==> src/rtl/mdu_pkg.sv <==
// Shared encodings for the iterative multiply/divide unit.
package mdu_pkg;
    localparam int MDU_WIDTH = 32;
    localparam int MDU_ITER  = 32;
    localparam int ITER_W    = $clog2(MDU_ITER);

    localparam logic OP_MULT = 1'b0;
    localparam logic OP_DIV  = 1'b1;

    typedef enum logic [1:0] {
        ST_IDLE,
        ST_RUN,
        ST_FIX,
        ST_DONE
    } state_t;
endpackage

==> src/rtl/mdu_div_step.sv <==
// One restoring-division iteration on unsigned magnitudes.
module mdu_div_step #(
    parameter int WIDTH = 32
) (
    input  logic [WIDTH-1:0] rem,
    input  logic             dbit,
    input  logic [WIDTH-1:0] divisor,
    output logic [WIDTH-1:0] rem_next,
    output logic             qbit
);
    logic [WIDTH-1:0] shifted_lo;

    // rem < divisor always holds, so after a successful subtract the result fits in WIDTH bits.
    assign shifted_lo = {rem[WIDTH-2:0], dbit};
    assign qbit       = ({rem, dbit} >= {1'b0, divisor});
    assign rem_next   = qbit ? (shifted_lo - divisor) : shifted_lo;
endmodule

==> src/rtl/mult_div_unit.sv <==
// Iterative signed multiply/divide: magnitudes are processed for ITER cycles, signs applied in FIX.
module mult_div_unit
    import mdu_pkg::*;
#(
    parameter int WIDTH = MDU_WIDTH,
    parameter int ITER  = MDU_ITER
) (
    input  logic             clck,
    input  logic             reset_n,
    input  logic             start,
    input  logic             op,
    input  logic [WIDTH-1:0] a,
    input  logic [WIDTH-1:0] b,
    output logic             busy,
    output logic             done,
    output logic             div_zero,
    output logic [WIDTH-1:0] hi,
    output logic [WIDTH-1:0] lo,
    output logic [1:0]       dbg_state
);
    // Handshake: start is only sampled in IDLE; a/b/op are captured on that edge, and
    // done (with div_zero for a zero divisor) pulses one cycle when hi/lo are final.
    state_t              state;
    logic [ITER_W-1:0]   cnt;
    logic                op_q;
    logic                sign_p;
    logic                sign_a;
    logic [WIDTH-1:0]    opnd;
    logic [2*WIDTH-1:0]  acc;

    logic [WIDTH-1:0]    abs_a;
    logic [WIDTH-1:0]    abs_b;
    logic [WIDTH:0]      mult_sum;
    logic [WIDTH-1:0]    rem_next;
    logic                qbit;
    logic [2*WIDTH-1:0]  prod_fix;
    logic [WIDTH-1:0]    quo_fix;
    logic [WIDTH-1:0]    rem_fix;

    assign abs_a = a[WIDTH-1] ? -a : a;
    assign abs_b = b[WIDTH-1] ? -b : b;

    // acc holds {partial product, remaining multiplier} for mult and {remainder, dividend/quotient} for div.
    assign mult_sum = {1'b0, acc[2*WIDTH-1:WIDTH]} + (acc[0] ? {1'b0, opnd} : '0);

    mdu_div_step #(.WIDTH(WIDTH)) u_div_step (
        .rem      (acc[2*WIDTH-1:WIDTH]),
        .dbit     (acc[WIDTH-1]),
        .divisor  (opnd),
        .rem_next (rem_next),
        .qbit     (qbit)
    );

    assign prod_fix  = sign_p ? -acc : acc;
    assign quo_fix   = sign_p ? -acc[WIDTH-1:0] : acc[WIDTH-1:0];
    assign rem_fix   = sign_a ? -acc[2*WIDTH-1:WIDTH] : acc[2*WIDTH-1:WIDTH];
    assign dbg_state = state;

    always_ff @(posedge clck or negedge reset_n) begin
        if (!reset_n) begin
            state    <= ST_IDLE;
            cnt      <= '0;
            op_q     <= OP_MULT;
            sign_p   <= 1'b0;
            sign_a   <= 1'b0;
            opnd     <= '0;
            acc      <= '0;
            busy     <= 1'b0;
            done     <= 1'b0;
            div_zero <= 1'b0;
            hi       <= '0;
            lo       <= '0;
        end else begin
            done     <= 1'b0;
            div_zero <= 1'b0;
            case (state)
                ST_IDLE: begin
                    if (start) begin
                        op_q   <= op;
                        sign_p <= a[WIDTH-1] ^ b[WIDTH-1];
                        sign_a <= a[WIDTH-1];
                        cnt    <= '0;
                        if (op == OP_DIV && b == '0) begin
                            state    <= ST_DONE;
                            done     <= 1'b1;
                            div_zero <= 1'b1;
                        end else begin
                            state <= ST_RUN;
                            busy  <= 1'b1;
                            opnd  <= (op == OP_DIV) ? abs_b : abs_a;
                            acc   <= {{WIDTH{1'b0}}, ((op == OP_DIV) ? abs_a : abs_b)};
                        end
                    end
                end
                ST_RUN: begin
                    if (op_q == OP_MULT)
                        acc <= {mult_sum, acc[WIDTH-1:1]};
                    else
                        acc <= {rem_next, acc[WIDTH-2:0], qbit};
                    if (cnt == ITER_W'(ITER - 1))
                        state <= ST_FIX;
                    else
                        cnt <= cnt + 1'b1;
                end
                ST_FIX: begin
                    if (op_q == OP_MULT) begin
                        hi <= prod_fix[2*WIDTH-1:WIDTH];
                        lo <= prod_fix[WIDTH-1:0];
                    end else begin
                        hi <= rem_fix;
                        lo <= quo_fix;
                    end
                    cnt   <= '0;
                    busy  <= 1'b0;
                    done  <= 1'b1;
                    state <= ST_DONE;
                end
                default: begin
                    state <= ST_IDLE;
                end
            endcase
        end
    end
endmodule

==> config.mk <==
export PLATFORM = sky130hd
export DESIGN_NAME = mult_div_unit
export DESIGN_NICKNAME = d
export VERILOG_FILES = /design/src/rtl/mdu_pkg.sv /design/src/rtl/mdu_div_step.sv /design/src/rtl/mult_div_unit.sv
export SDC_FILE = /design/constraint.sdc
export NUM_CORES = 1
export LEC_CHECK = 0
export BUFFER_PORTS_ARGS = -buffer_cell sky130_fd_sc_hd__buf_2
export CAP_MARGIN = 20
export CORE_MARGIN = 2
export CORE_UTILIZATION = 45
export DETAILED_ROUTE_END_ITERATION = 7
export PLACE_DENSITY = 0.64
export SKIP_LAST_GASP = 1
export SLEW_MARGIN = 30
export SYNTH_ARGS = -nofsm -noshare
export SYNTH_HDL_FRONTEND = slang
export SYNTH_SLANG_ARGS = --single-unit
==> constraint.sdc <==
create_clock -name clck -period 2.9 [get_ports clck]
set_input_delay 0.435 -clock clck [delete_from_list [all_inputs] [get_ports clck]]
set_output_delay 0.435 -clock clck [all_outputs]
set_load 0.03 [all_outputs]
==> results of run 1 <==
layer usage:
metal,vias to the layer above,global-route usage,part of all wire
met5,-,0,0
met4,0,0.106,0.027
met3,99,0.0546,0.075
met2,680,0.510,0.45
met1,7655,0.447,0.44
li1,7519,-,-
final cells by class:
| cell class | instances | area share |
|---|---|---|
| well taps | 442 | 0.0276 |
| repair buffers | 484 | 0.171 |
| inverters | 70 | 0.0133 |
| multi-input cells | 1502 | 0.542 |
| flip-flops and latches | 173 | 0.217 |
| clock buffers | 18 | 0.0214 |
| clock inverters | 14 | 0.00825 |
through the flow:
stage	std cells	cell area (um2)	power (uW)	hold WS, ns	util
after floorplan	1861	14900	14600	0.139	-
after global placement	2634	18100	21100	0.465	0.556
after detailed placement	2634	18100	21300	0.466	0.556
after CTS	2675	18900	24000	0.00969	0.581
after global routing	2703	20000	27600	0.0307	0.615
final	2703	20000	25900	-0.0286	0.615
flip-flops by register name, indices dropped and copies added (netlist names):
| name | cells |
|---|---|
| sign_a | 1 |
| op_q | 1 |
| cnt | 5 |
| acc | 64 |
| lo | 32 |
| div_zero | 1 |
| hi | 32 |
| busy | 1 |
| done | 1 |
| dbg_state | 2 |
| sign_p | 1 |
| opnd | 32 |
cell usage in the layout, fill, tap and decap left out, types with 31 or more instances in the layout:
cell type  count
buf_4        333
nor2_1       179
nand2_1      169
dfrtp_1      169
a21oi_1      159
buf_2        135
o21ai_0      121
xor2_1        91
xnor2_1       74
mux2_2        56
inv_1         49
nor3_1        38
ha_4          35
ha_1          34
o31ai_1       31
path summary, 6_finish.rpt:
check	slack, ns	startpoint	to
max in group asynchronous	2.07	reset_n	lo[4]$_DFFE_PN0P_
min in group clck	0.36	start	div_zero$_DFF_PN0_
hold / removal	-0.03	reset_n	opnd[9]$_DFFE_PN0P_
setup / recovery	0.03	acc[33]$_DFFE_PN0P_	acc[45]$_DFFE_PN0P_
setup reg to reg	0.03	acc[33]$_DFFE_PN0P_	acc[45]$_DFFE_PN0P_
hold reg to reg	0.49	opnd[23]$_DFFE_PN0P_	opnd[23]$_DFFE_PN0P_
logic make-up after synthesis:
group           Yosys count
mux                      80
fa+ha+maj                76
buf+inv                 186
flops                   173
compound gates          565
xor+xnor                167
simple gates            614
critical path, delay by kind of cell (launching register included):
kind,cells,cell delay [ns]
XOR/XNOR,1,0.30
flip-flops,1,0.40
AND/OR/NAND/NOR,2,0.24
AO/OA/AOI/OAI,5,1.09
buffers and inverters,3,0.43
adder cells (fa/ha/maj),1,0.29
power by group:
part	switching, uW	internal (uW)	total, uW	leakage [uW]
sequential	886	3530	4420	0.00208
clock	1200	1170	2360	0.000289
combinational	10700	8370	19100	0.00644
total	12800	13100	25900	0.00881
what timing repair did:
item | CTS | global route
buffers inserted | 8 | 29
cloned | 1 | 1
pin swaps | 5 | 83
gates resized for setup | 32 | 192
setup endpoints to repair | 40 | 52
hold endpoints to repair | 0 | 0
==> impl_table.tex, run 1 <==
\begin{tabular}{lr}
\hline
Metric & Value \\
\hline
\multicolumn{2}{l}{\textbf{Pwr}} \\
P per Cell Area & 1290 mW/mm2 \\
Static power due to leakage & 0.00881 uW \\
Worst ir drop on vdd & 0.802 mV \\
\multicolumn{2}{l}{\textbf{Die}} \\
Cell row count & 66 \\
Area enclosed by the die boundary & 0.0345 mm2 \\
DIE WIDTH & 186 um \\
Die boundary height & 186 um \\
Number of top-level pins & 137 \\
Initial Utilization & 0.457 \\
Area of the core & 0.0325 mm2 \\
\multicolumn{2}{l}{\textbf{CTS}} \\
Clock root buffer & clkbuf\_16 \\
TritonCTS clock tree & yes \\
Post-CTS clock slew at the launch and capture registers of the worst setup and hold paths & 0.07 ns \\
Num Clock Sinks & 173 \\
Number of buffers created by CTS & 17 \\
Deepest clock path buffer count & 2 \\
Clock latency on the worst-skew pair & 0.46 ns \\
CTS Hold Buffers Added & 0 \\
CTS H-tree lvls & 4 \\
\multicolumn{2}{l}{\textbf{Synth}} \\
Fraction of the yosys area taken by sequential cells & 0.291 \\
Number of synthesized register bits & 173 \\
Synth Area in XOR/XNOR & 0.0984 \\
Total number of yosys warnings & 0 \\
Dominant combinational cell family by area after synthesis & compound AO/OA/AOI/OAI gates \\
Main area contributors after synthesis & dfrtp\_1 29\%, ha\_1 6.2\%, a21oi\_1 5.7\% \\
Share of Yosys cell area claimed by the top area cell type & 0.291 \\
Synthesized-area fraction occupied by ao, oa, aoi and oai cells & 0.241 \\
Post-synth EDFFs & 0 \\
Fraction of synthesized area in multiplexers & 0.0586 \\
Commonest register cell after synthesis & dfrtp\_1 \\
Mean area per synthesized cell & 7.99 um2 \\
Syn\_nets & 2005 \\
Basic-gate share of the synthesized area counting and, or, nand and nor cells & 0.197 \\
Mapped Area & 0.0149 mm2 \\
Gate count after technology mapping & 1861 \\
Adder-cell share of the synthesized area & 0.0650 \\
Distinct cell type count of the synthesized netlist & 79 \\
Leading cell type by number of instances after synthesis & nor2\_1 \\
Cell taking the most area after synthesis & dfrtp\_1 \\
Synth top cells by count & 198 x nor2\_1, 173 x dfrtp\_1, 172 x nand2\_1 \\
Ys async rst share & 1.00 \\
\multicolumn{2}{l}{\textbf{Finish}} \\
Fraction of layout instances using a drive strength above 1 & 0.338 \\
Final nets & 2392 \\
Filler cell count & 2972 \\
Area used by sequential logic in the layout & 0.00433 mm2 \\
Count of antenna diodes in the layout & 0 \\
Area of combinational cells with multiple inputs & 0.0108 mm2 \\
Area Overhead vs Synth & 34.6\% \\
\multicolumn{2}{l}{\textbf{STA}} \\
Fin crit period & 2.87 ns \\
Pins Over Slew Limit & 0 \\
Number of setup violations in the final report & 0 \\
Setup slack after layout & 0.0291 ns \\
TNS Setup & 0 ns \\
Fmax & 348 MHz \\
Worst Hold Margin & -0.0286 ns \\
Hold Vio Cnt, Final & 7 \\
Final setup skew & 0.0193 ns \\
Crit share post-route & 0.990 \\
Relative max-transition margin & 0.512 \\
Setup repair after global routing missed its margin & yes \\
Pin slew with the least headroom to its limit & 0.732 ns \\
\multicolumn{2}{l}{\textbf{Place}} \\
HPWL Detailed & 44000 um \\
Dpl ws & -0.243 ns \\
Port-buffer cells & 136 \\
Global placement routability congestion & 0.978 \\
\multicolumn{2}{l}{\textbf{Global routing}} \\
Initial antenna violation count & 0 \\
Via count of the first global-routing pass & 14900 \\
Total gr overflow & 0 \\
Largest net degree at the start of global routing & 113 \\
Global-route wire length before repair & 84400 um \\
Overall fraction of global-route tracks in use & 0.323 \\
\multicolumn{2}{l}{\textbf{Critical path}} \\
Critical Path RT & 3.23 ns \\
Highest net fanout along the worst path & 4 \\
Startpoint type of the worst setup path & flop \\
Data arrival time at the worst-slack endpoint & 3.20 ns \\
FF-to-FF path depth & 12 \\
CP endpoint kind & flop \\
Cell occurring most often along the worst timing path & buf\_4 \\
Crit-path max cell delay & 0.40 ns \\
Category of the most critical setup path & reg2reg \\
Cell with the largest stage delay on the worst path & dfrtp\_1 \\
Worst path cell trace & buf\_4, ha\_4, nand2\_1, o21bai\_4, a31o\_4, buf\_4, buf\_4, nand3b\_1, a31oi\_1, xor2\_1, o21ai\_0, a221o\_1 \\
\multicolumn{2}{l}{\textbf{Detailed routing}} \\
Count of vias placed by the detailed router & 16000 \\
Number of nets with antenna violations after routing & 0 \\
Iteration-0 DRC count of the detailed router & 1306 \\
1st-pass router iterations & 6 \\
Post-route DRC & 0 \\
Routed Wire Length & 56700 um \\
Number of vias per cell & 5.90 \\
Per-cell routed wire length & 21.0 um \\
\multicolumn{2}{l}{\textbf{Flow run}} \\
Number of max-cap violations & 0 \\
\multicolumn{2}{l}{\textbf{Outcome}} \\
Violated checks & negative hold slack \\
Status & finished with violations \\
\multicolumn{2}{l}{\textbf{Worst hold path}} \\
Path type of the worst min-delay path & in2async \\
\hline
\end{tabular}
No activity file was read; power rests on OpenSTA's default activity.
==> run 2, diff against run 1 <==
--- a/config.mk
+++ b/config.mk
@@ -6,9 +6,11 @@
 export NUM_CORES = 1
 export LEC_CHECK = 0
 export BUFFER_PORTS_ARGS = -buffer_cell sky130_fd_sc_hd__buf_2
-export CAP_MARGIN = 20
+export CAP_MARGIN = 5
 export CORE_MARGIN = 2
 export CORE_UTILIZATION = 45
+export CTS_BUF_LIST = sky130_fd_sc_hd__clkbuf_16
+export CTS_CLUSTER_SIZE = 30
 export DETAILED_ROUTE_END_ITERATION = 7
 export PLACE_DENSITY = 0.64
 export SKIP_LAST_GASP = 1
==> run 2 against run 1 <==
Net effect:
- the run ends with design-rule violations, negative hold slack left
- via count about the same
- wire length about the same
- sequential share of layout area unchanged
- final area unchanged
- maximum frequency about the same
==> impl_table.tex, run 2 (same netlist as run 1, synthesis figures left out) <==
\begin{tabular}{lr}
\hline
Metric & Value \\
\hline
\multicolumn{2}{l}{\textbf{Pwr}} \\
Total Power Consumption & 25900 uW \\
Worst ir drop on vdd & 0.802 mV \\
P per Cell Area & 1290 mW/mm2 \\
Static power due to leakage & 0.00881 uW \\
\multicolumn{2}{l}{\textbf{Place}} \\
HPWL Detailed & 44000 um \\
Dpl ws & -0.243 ns \\
Port-buffer cells & 136 \\
Placed inst area & 0.0181 mm2 \\
Global placement routability congestion & 0.978 \\
\multicolumn{2}{l}{\textbf{CTS}} \\
TritonCTS clock tree & yes \\
Post-CTS clock slew at the launch and capture registers of the worst setup and hold paths & 0.07 ns \\
Deepest clock path buffer count & 2 \\
Num Clock Sinks & 173 \\
Clock root buffer & clkbuf\_16 \\
Number of buffers created by CTS & 17 \\
Clock latency on the worst-skew pair & 0.46 ns \\
CTS Hold Buffers Added & 0 \\
CTS H-tree lvls & 4 \\
\multicolumn{2}{l}{\textbf{Global routing}} \\
Initial antenna violation count & 0 \\
Largest net degree at the start of global routing & 113 \\
Total gr overflow & 0 \\
Via count of the first global-routing pass & 14900 \\
Global-route wire length before repair & 84400 um \\
Overall fraction of global-route tracks in use & 0.323 \\
\multicolumn{2}{l}{\textbf{Finish}} \\
Flip-flop count of the largest register after layout & 64 \\
Count of antenna diodes in the layout & 0 \\
Final design instance area without fill & 0.0200 mm2 \\
Area Overhead vs Synth & 34.6\% \\
Area of combinational cells with multiple inputs & 0.0108 mm2 \\
Largest reg by FF count & acc \\
Core utilization of the finished layout & 0.615 \\
Most common cell after layout, fill and taps aside & buf\_4 \\
Area used by sequential logic in the layout & 0.00433 mm2 \\
Filler cell count & 2972 \\
Final nets & 2392 \\
Highest-count cells in the layout ignoring fill and taps & 333 x buf\_4, 179 x nor2\_1, 169 x nand2\_1, 169 x dfrtp\_1, 159 x a21oi\_1 \\
Fraction of layout instances using a drive strength above 1 & 0.338 \\
\multicolumn{2}{l}{\textbf{STA}} \\
Setup slack after layout & 0.0303 ns \\
Setup repair after global routing missed its margin & yes \\
Worst Hold Margin & -0.0285 ns \\
Relative max-transition margin & 0.512 \\
Pins Over Slew Limit & 0 \\
Hold Vio Cnt, Final & 7 \\
Fmax & 348 MHz \\
Crit share post-route & 0.990 \\
Final setup skew & 0.0193 ns \\
Pin slew with the least headroom to its limit & 0.732 ns \\
Fin crit period & 2.87 ns \\
Number of setup violations in the final report & 0 \\
\multicolumn{2}{l}{\textbf{Critical path}} \\
Crit-path max cell delay & 0.40 ns \\
Highest net fanout along the worst path & 4 \\
Worst path cell trace & buf\_4, ha\_4, nand2\_1, o21bai\_4, a31o\_4, buf\_4, buf\_4, nand3b\_1, a31oi\_1, xor2\_1, o21ai\_0, a221o\_1 \\
CP endpoint kind & flop \\
Critical Path RT & 3.23 ns \\
Category of the most critical setup path & reg2reg \\
Buffer and inverter count on the worst path & 3 \\
Cell with the largest stage delay on the worst path & dfrtp\_1 \\
Startpoint type of the worst setup path & flop \\
Critical path's top delay family & compound AO/OA/AOI/OAI gates \\
Data arrival time at the worst-slack endpoint & 3.20 ns \\
Cell occurring most often along the worst timing path & buf\_4 \\
\multicolumn{2}{l}{\textbf{Worst hold path}} \\
Path type of the worst min-delay path & in2async \\
\multicolumn{2}{l}{\textbf{Detailed routing}} \\
Number of nets with antenna violations after routing & 0 \\
Routed Wire Length & 56700 um \\
1st-pass router iterations & 8 \\
Iteration-0 DRC count of the detailed router & 1306 \\
Number of vias per cell & 5.90 \\
Post-route DRC & 4 \\
Count of vias placed by the detailed router & 15900 \\
Per-cell routed wire length & 21.0 um \\
\multicolumn{2}{l}{\textbf{Die}} \\
Cell row count & 66 \\
Area enclosed by the die boundary & 0.0345 mm2 \\
Area of the core & 0.0325 mm2 \\
Die boundary height & 186 um \\
Number of top-level pins & 137 \\
DIE WIDTH & 186 um \\
Initial Utilization & 0.457 \\
\multicolumn{2}{l}{\textbf{Outcome}} \\
Violated checks & design-rule violations, negative hold slack \\
Status & finished with violations \\
\multicolumn{2}{l}{\textbf{Flow run}} \\
Number of max-cap violations & 0 \\
\hline
\end{tabular}
[run 2: cell count changes in the layout (fill, tap and decap cells not counted)]
cell	delta
clkbuf_1	-1
inv_1	+1
[run 2: repair_timing]
action | CTS | global route
gates resized for setup | 32 | 192
endpoints found under the setup margin | 40 | 52
gates cloned | 1 | 1
buffers inserted | 8 | 29
pin swaps | 5 | 83
[run 2: final cells by class]
| cell class | instances | share of cell area |
|---|---|---|
| clock buffer | 17 | 0.0213 |
| clock inverter | 15 | 0.00844 |
| inverter | 70 | 0.0133 |
| tap | 442 | 0.0276 |
| timing repair buffer | 484 | 0.171 |
| sequential | 173 | 0.217 |
| multi-input combinational | 1502 | 0.542 |
[run 2: worst reg2reg max path, delay by kind of cell, from the launching register on]
family | cells | cell delay (ns)
AND/OR/NAND/NOR | 2 | 0.24
flip-flops | 1 | 0.40
AO/OA/AOI/OAI | 5 | 1.09
adder cells (fa/ha/maj) | 1 | 0.29
XOR/XNOR | 1 | 0.30
buffers and inverters | 3 | 0.43
[run 2: metal layers]
layer  part of all wire  track usage
met4              0.027        0.106
met1               0.45        0.447
met3              0.074       0.0546
met2               0.45        0.510
met5                  0            0
[run 2: final timing paths]
check / start / endpoint / slack [ns] / depth (start not counted)
worst min-delay path: reset_n / opnd[9]$_DFFE_PN0P_ / -0.03 / 1
worst max-delay path: acc[33]$_DFFE_PN0P_ / acc[45]$_DFFE_PN0P_ / 0.03 / 12
max in group asynchronous: reset_n / lo[4]$_DFFE_PN0P_ / 2.07 / 2
worst max register to register: acc[33]$_DFFE_PN0P_ / acc[45]$_DFFE_PN0P_ / 0.03 / 12
min in group clck: start / div_zero$_DFF_PN0_ / 0.36 / 2
worst min register to register: opnd[23]$_DFFE_PN0P_ / opnd[23]$_DFFE_PN0P_ / 0.49 / 1
[run 2: per-stage QoR]
| step | setup TNS (ns) | cells |
|---|---|---|
| final | 0 | 2703 |
| after global routing | -0.517 | 2703 |
| after CTS | -0.0928 | 2675 |
| after detailed placement | -2.47 | 2634 |
| after global placement | -2.00 | 2634 |
| after floorplan | -0.0358 | 1861 |
[run 2: power breakdown]
part	total (uW)	internal (uW)	switching [uW]
clock network	2360	1160	1200
registers	4420	3530	885
logic	19100	8370	10700
==> run 3, diff against run 2 <==
--- a/config.mk
+++ b/config.mk
@@ -7,6 +7,7 @@
 export LEC_CHECK = 0
 export BUFFER_PORTS_ARGS = -buffer_cell sky130_fd_sc_hd__buf_2
 export CAP_MARGIN = 5
+export CORE_ASPECT_RATIO = 1.25
 export CORE_MARGIN = 2
 export CORE_UTILIZATION = 45
 export CTS_BUF_LIST = sky130_fd_sc_hd__clkbuf_16
==> run 3 against run 2 <==
Net effect:
- the run ends with negative setup slack left
- wire length grew 3.2%
- highest routed layer unchanged
- via count rose by 0.30%
- critical path depth is the same
==> impl_table.tex, run 3 (same netlist as run 1, synthesis figures left out) <==
\begin{tabular}{lr}
\hline
Metric & Value \\
\hline
\multicolumn{2}{l}{\textbf{Finish}} \\
Area Overhead vs Synth & 34.2\% \\
Most common cell after layout, fill and taps aside & buf\_4 \\
Largest reg by FF count & acc \\
Flip-flop count of the largest register after layout & 64 \\
Final nets & 2398 \\
Filler cell count & 2933 \\
Area used by sequential logic in the layout & 0.00434 mm2 \\
Final cell count without fillers & 2686 \\
Final design instance area without fill & 0.0200 mm2 \\
Highest-count cells in the layout ignoring fill and taps & 334 x buf\_4, 191 x nor2\_1, 170 x nand2\_1 \\
Fraction of layout instances using a drive strength above 1 & 0.333 \\
Area of combinational cells with multiple inputs & 0.0107 mm2 \\
\multicolumn{2}{l}{\textbf{STA}} \\
Crit share post-route & 1.03 \\
Final setup skew & 0.0188 ns \\
Number of setup violations in the final report & 1 \\
Relative max-transition margin & 0.481 \\
Pin slew with the least headroom to its limit & 0.778 ns \\
Fmax & 335 MHz \\
Pins Over Slew Limit & 0 \\
Setup slack after layout & -0.0865 ns \\
Worst Hold Margin & 0.0102 ns \\
Hold Vio Cnt, Final & 0 \\
Setup repair after global routing missed its margin & yes \\
Fin crit period & 2.99 ns \\
\multicolumn{2}{l}{\textbf{CTS}} \\
Post-CTS clock slew at the launch and capture registers of the worst setup and hold paths & 0.08 ns \\
Num Clock Sinks & 173 \\
Clock latency on the worst-skew pair & 0.46 ns \\
Clock root buffer & clkbuf\_16 \\
TritonCTS clock tree & yes \\
CTS H-tree lvls & 4 \\
Deepest clock path buffer count & 2 \\
CTS Hold Buffers Added & 0 \\
Number of buffers created by CTS & 17 \\
\multicolumn{2}{l}{\textbf{Detailed routing}} \\
Routed Wire Length & 58500 um \\
Iteration-0 DRC count of the detailed router & 1301 \\
Post-route DRC & 0 \\
Per-cell routed wire length & 21.8 um \\
Number of vias per cell & 5.95 \\
1st-pass router iterations & 6 \\
Number of nets with antenna violations after routing & 0 \\
Count of vias placed by the detailed router & 16000 \\
\multicolumn{2}{l}{\textbf{Critical path}} \\
Cell with the largest stage delay on the worst path & dfrtp\_1 \\
Category of the most critical setup path & reg2reg \\
Startpoint type of the worst setup path & flop \\
Worst setup slack for register-to-register paths & -0.09 ns \\
Highest net fanout along the worst path & 3 \\
Critical Path RT & 3.22 ns \\
Crit-path max cell delay & 0.46 ns \\
CP endpoint kind & flop \\
Data arrival time at the worst-slack endpoint & 3.31 ns \\
Worst path cell trace & inv\_2, ha\_4, nand3\_2, or3\_4, a31o\_4, buf\_6, a21bo\_4, o31a\_1, o31ai\_2, buf\_4, a221o\_1, o21ai\_1 \\
\multicolumn{2}{l}{\textbf{Global routing}} \\
Initial antenna violation count & 2 \\
Via count of the first global-routing pass & 15600 \\
Total gr overflow & 0 \\
Overall fraction of global-route tracks in use & 0.326 \\
Largest net degree at the start of global routing & 113 \\
Global-route wire length before repair & 86700 um \\
\multicolumn{2}{l}{\textbf{Die}} \\
DIE WIDTH & 167 um \\
Number of top-level pins & 137 \\
Die boundary height & 207 um \\
Cell row count & 74 \\
Initial Utilization & 0.456 \\
Area enclosed by the die boundary & 0.0345 mm2 \\
Area of the core & 0.0326 mm2 \\
\multicolumn{2}{l}{\textbf{Flow run}} \\
Number of max-cap violations & 0 \\
\multicolumn{2}{l}{\textbf{Outcome}} \\
Status & finished with violations \\
Violated checks & negative setup slack \\
\multicolumn{2}{l}{\textbf{Pwr}} \\
Worst ir drop on vdd & 0.809 mV \\
Static power due to leakage & 0.00893 uW \\
P per Cell Area & 1320 mW/mm2 \\
\multicolumn{2}{l}{\textbf{Place}} \\
Port-buffer cells & 136 \\
Dpl ws & -0.191 ns \\
HPWL Detailed & 45900 um \\
Global placement routability congestion & 1.00 \\
Placed inst area & 0.0182 mm2 \\
Placed cells & 2625 \\
\multicolumn{2}{l}{\textbf{Worst hold path}} \\
Path type of the worst min-delay path & in2async \\
\hline
\end{tabular}
run 3: cell count changes in the layout (fill, tap and decap cells not counted), moves of 5 or more:
| cell | change |
|---|---|
| ha_4 | -11 |
| nor2_1 | +12 |
| o21ai_1 | -9 |
| o21ai_0 | +5 |
| nor2_4 | -6 |
| nor2_2 | -6 |
| ha_1 | +12 |
run 3: final cells by class:
type                            count  share of cell area
Sequential cell                   173               0.217
Clock inverter                     15              0.0100
Tap cell                          418              0.0262
Antenna cell                        1            0.000125
Clock buffer                       17              0.0213
Multi-Input combinational cell   1502               0.536
Inverter                           70              0.0133
Timing Repair Buffer              490               0.176
run 3: path summary, 6_finish.rpt:
| path | end | cells past startpoint | startpoint |
|---|---|---|---|
| max | acc[63]$_DFFE_PN0P_ | 12 | opnd[8]$_DFFE_PN0P_ |
| min | opnd[14]$_DFFE_PN0P_ | 1 | reset_n |
| max reg2reg | acc[63]$_DFFE_PN0P_ | 12 | opnd[8]$_DFFE_PN0P_ |
| min reg2reg | opnd[29]$_DFFE_PN0P_ | 2 | opnd[29]$_DFFE_PN0P_ |
| max in group asynchronous | lo[20]$_DFFE_PN0P_ | 2 | reset_n |
| min in group clck | div_zero$_DFF_PN0_ | 2 | start |
run 3: power by group:
group | internal (uW) | switching (uW)
clock | 1260 | 1190
sequential | 3540 | 928
combinational | 8440 | 11000
total | 13200 | 13100
run 3: metal layers:
metal	up-vias	wire, um	global-route usage
li1	7546	-	-
met1	7594	21600	0.356
met2	624	29100	0.567
met3	229	2440	0.0393
met4	0	5410	0.267
met5	-	0	0
run 3: timing repair:
item | CTS | global route
pin swaps | 7 | 57
buffers inserted | 4 | 27
gates resized for setup | 45 | 161
setup endpoints to repair | 33 | 55
run 3: worst max-delay path: cells and delay by family, from the launching register on:
| family | cells | cell delay (ns) |
|---|---|---|
| simple gates | 2 | 0.45 |
| flops | 1 | 0.46 |
| fa+ha+maj | 1 | 0.28 |
| buf+inv | 3 | 0.38 |
| compound gates | 6 | 1.28 |
run 3: metrics by stage:
stage / TNS [ns] / total power (uW) / util
6_report: -0.0865 / 26400 / 0.612
4_1_cts: -0.0809 / 24500 / 0.583
5_1_grt: -0.817 / 28000 / 0.612
2_1_floorplan: -0.0358 / 14600 / -
3_5_place_dp: -3.64 / 21800 / 0.559
3_3_place_gp: -2.04 / 21600 / 0.559
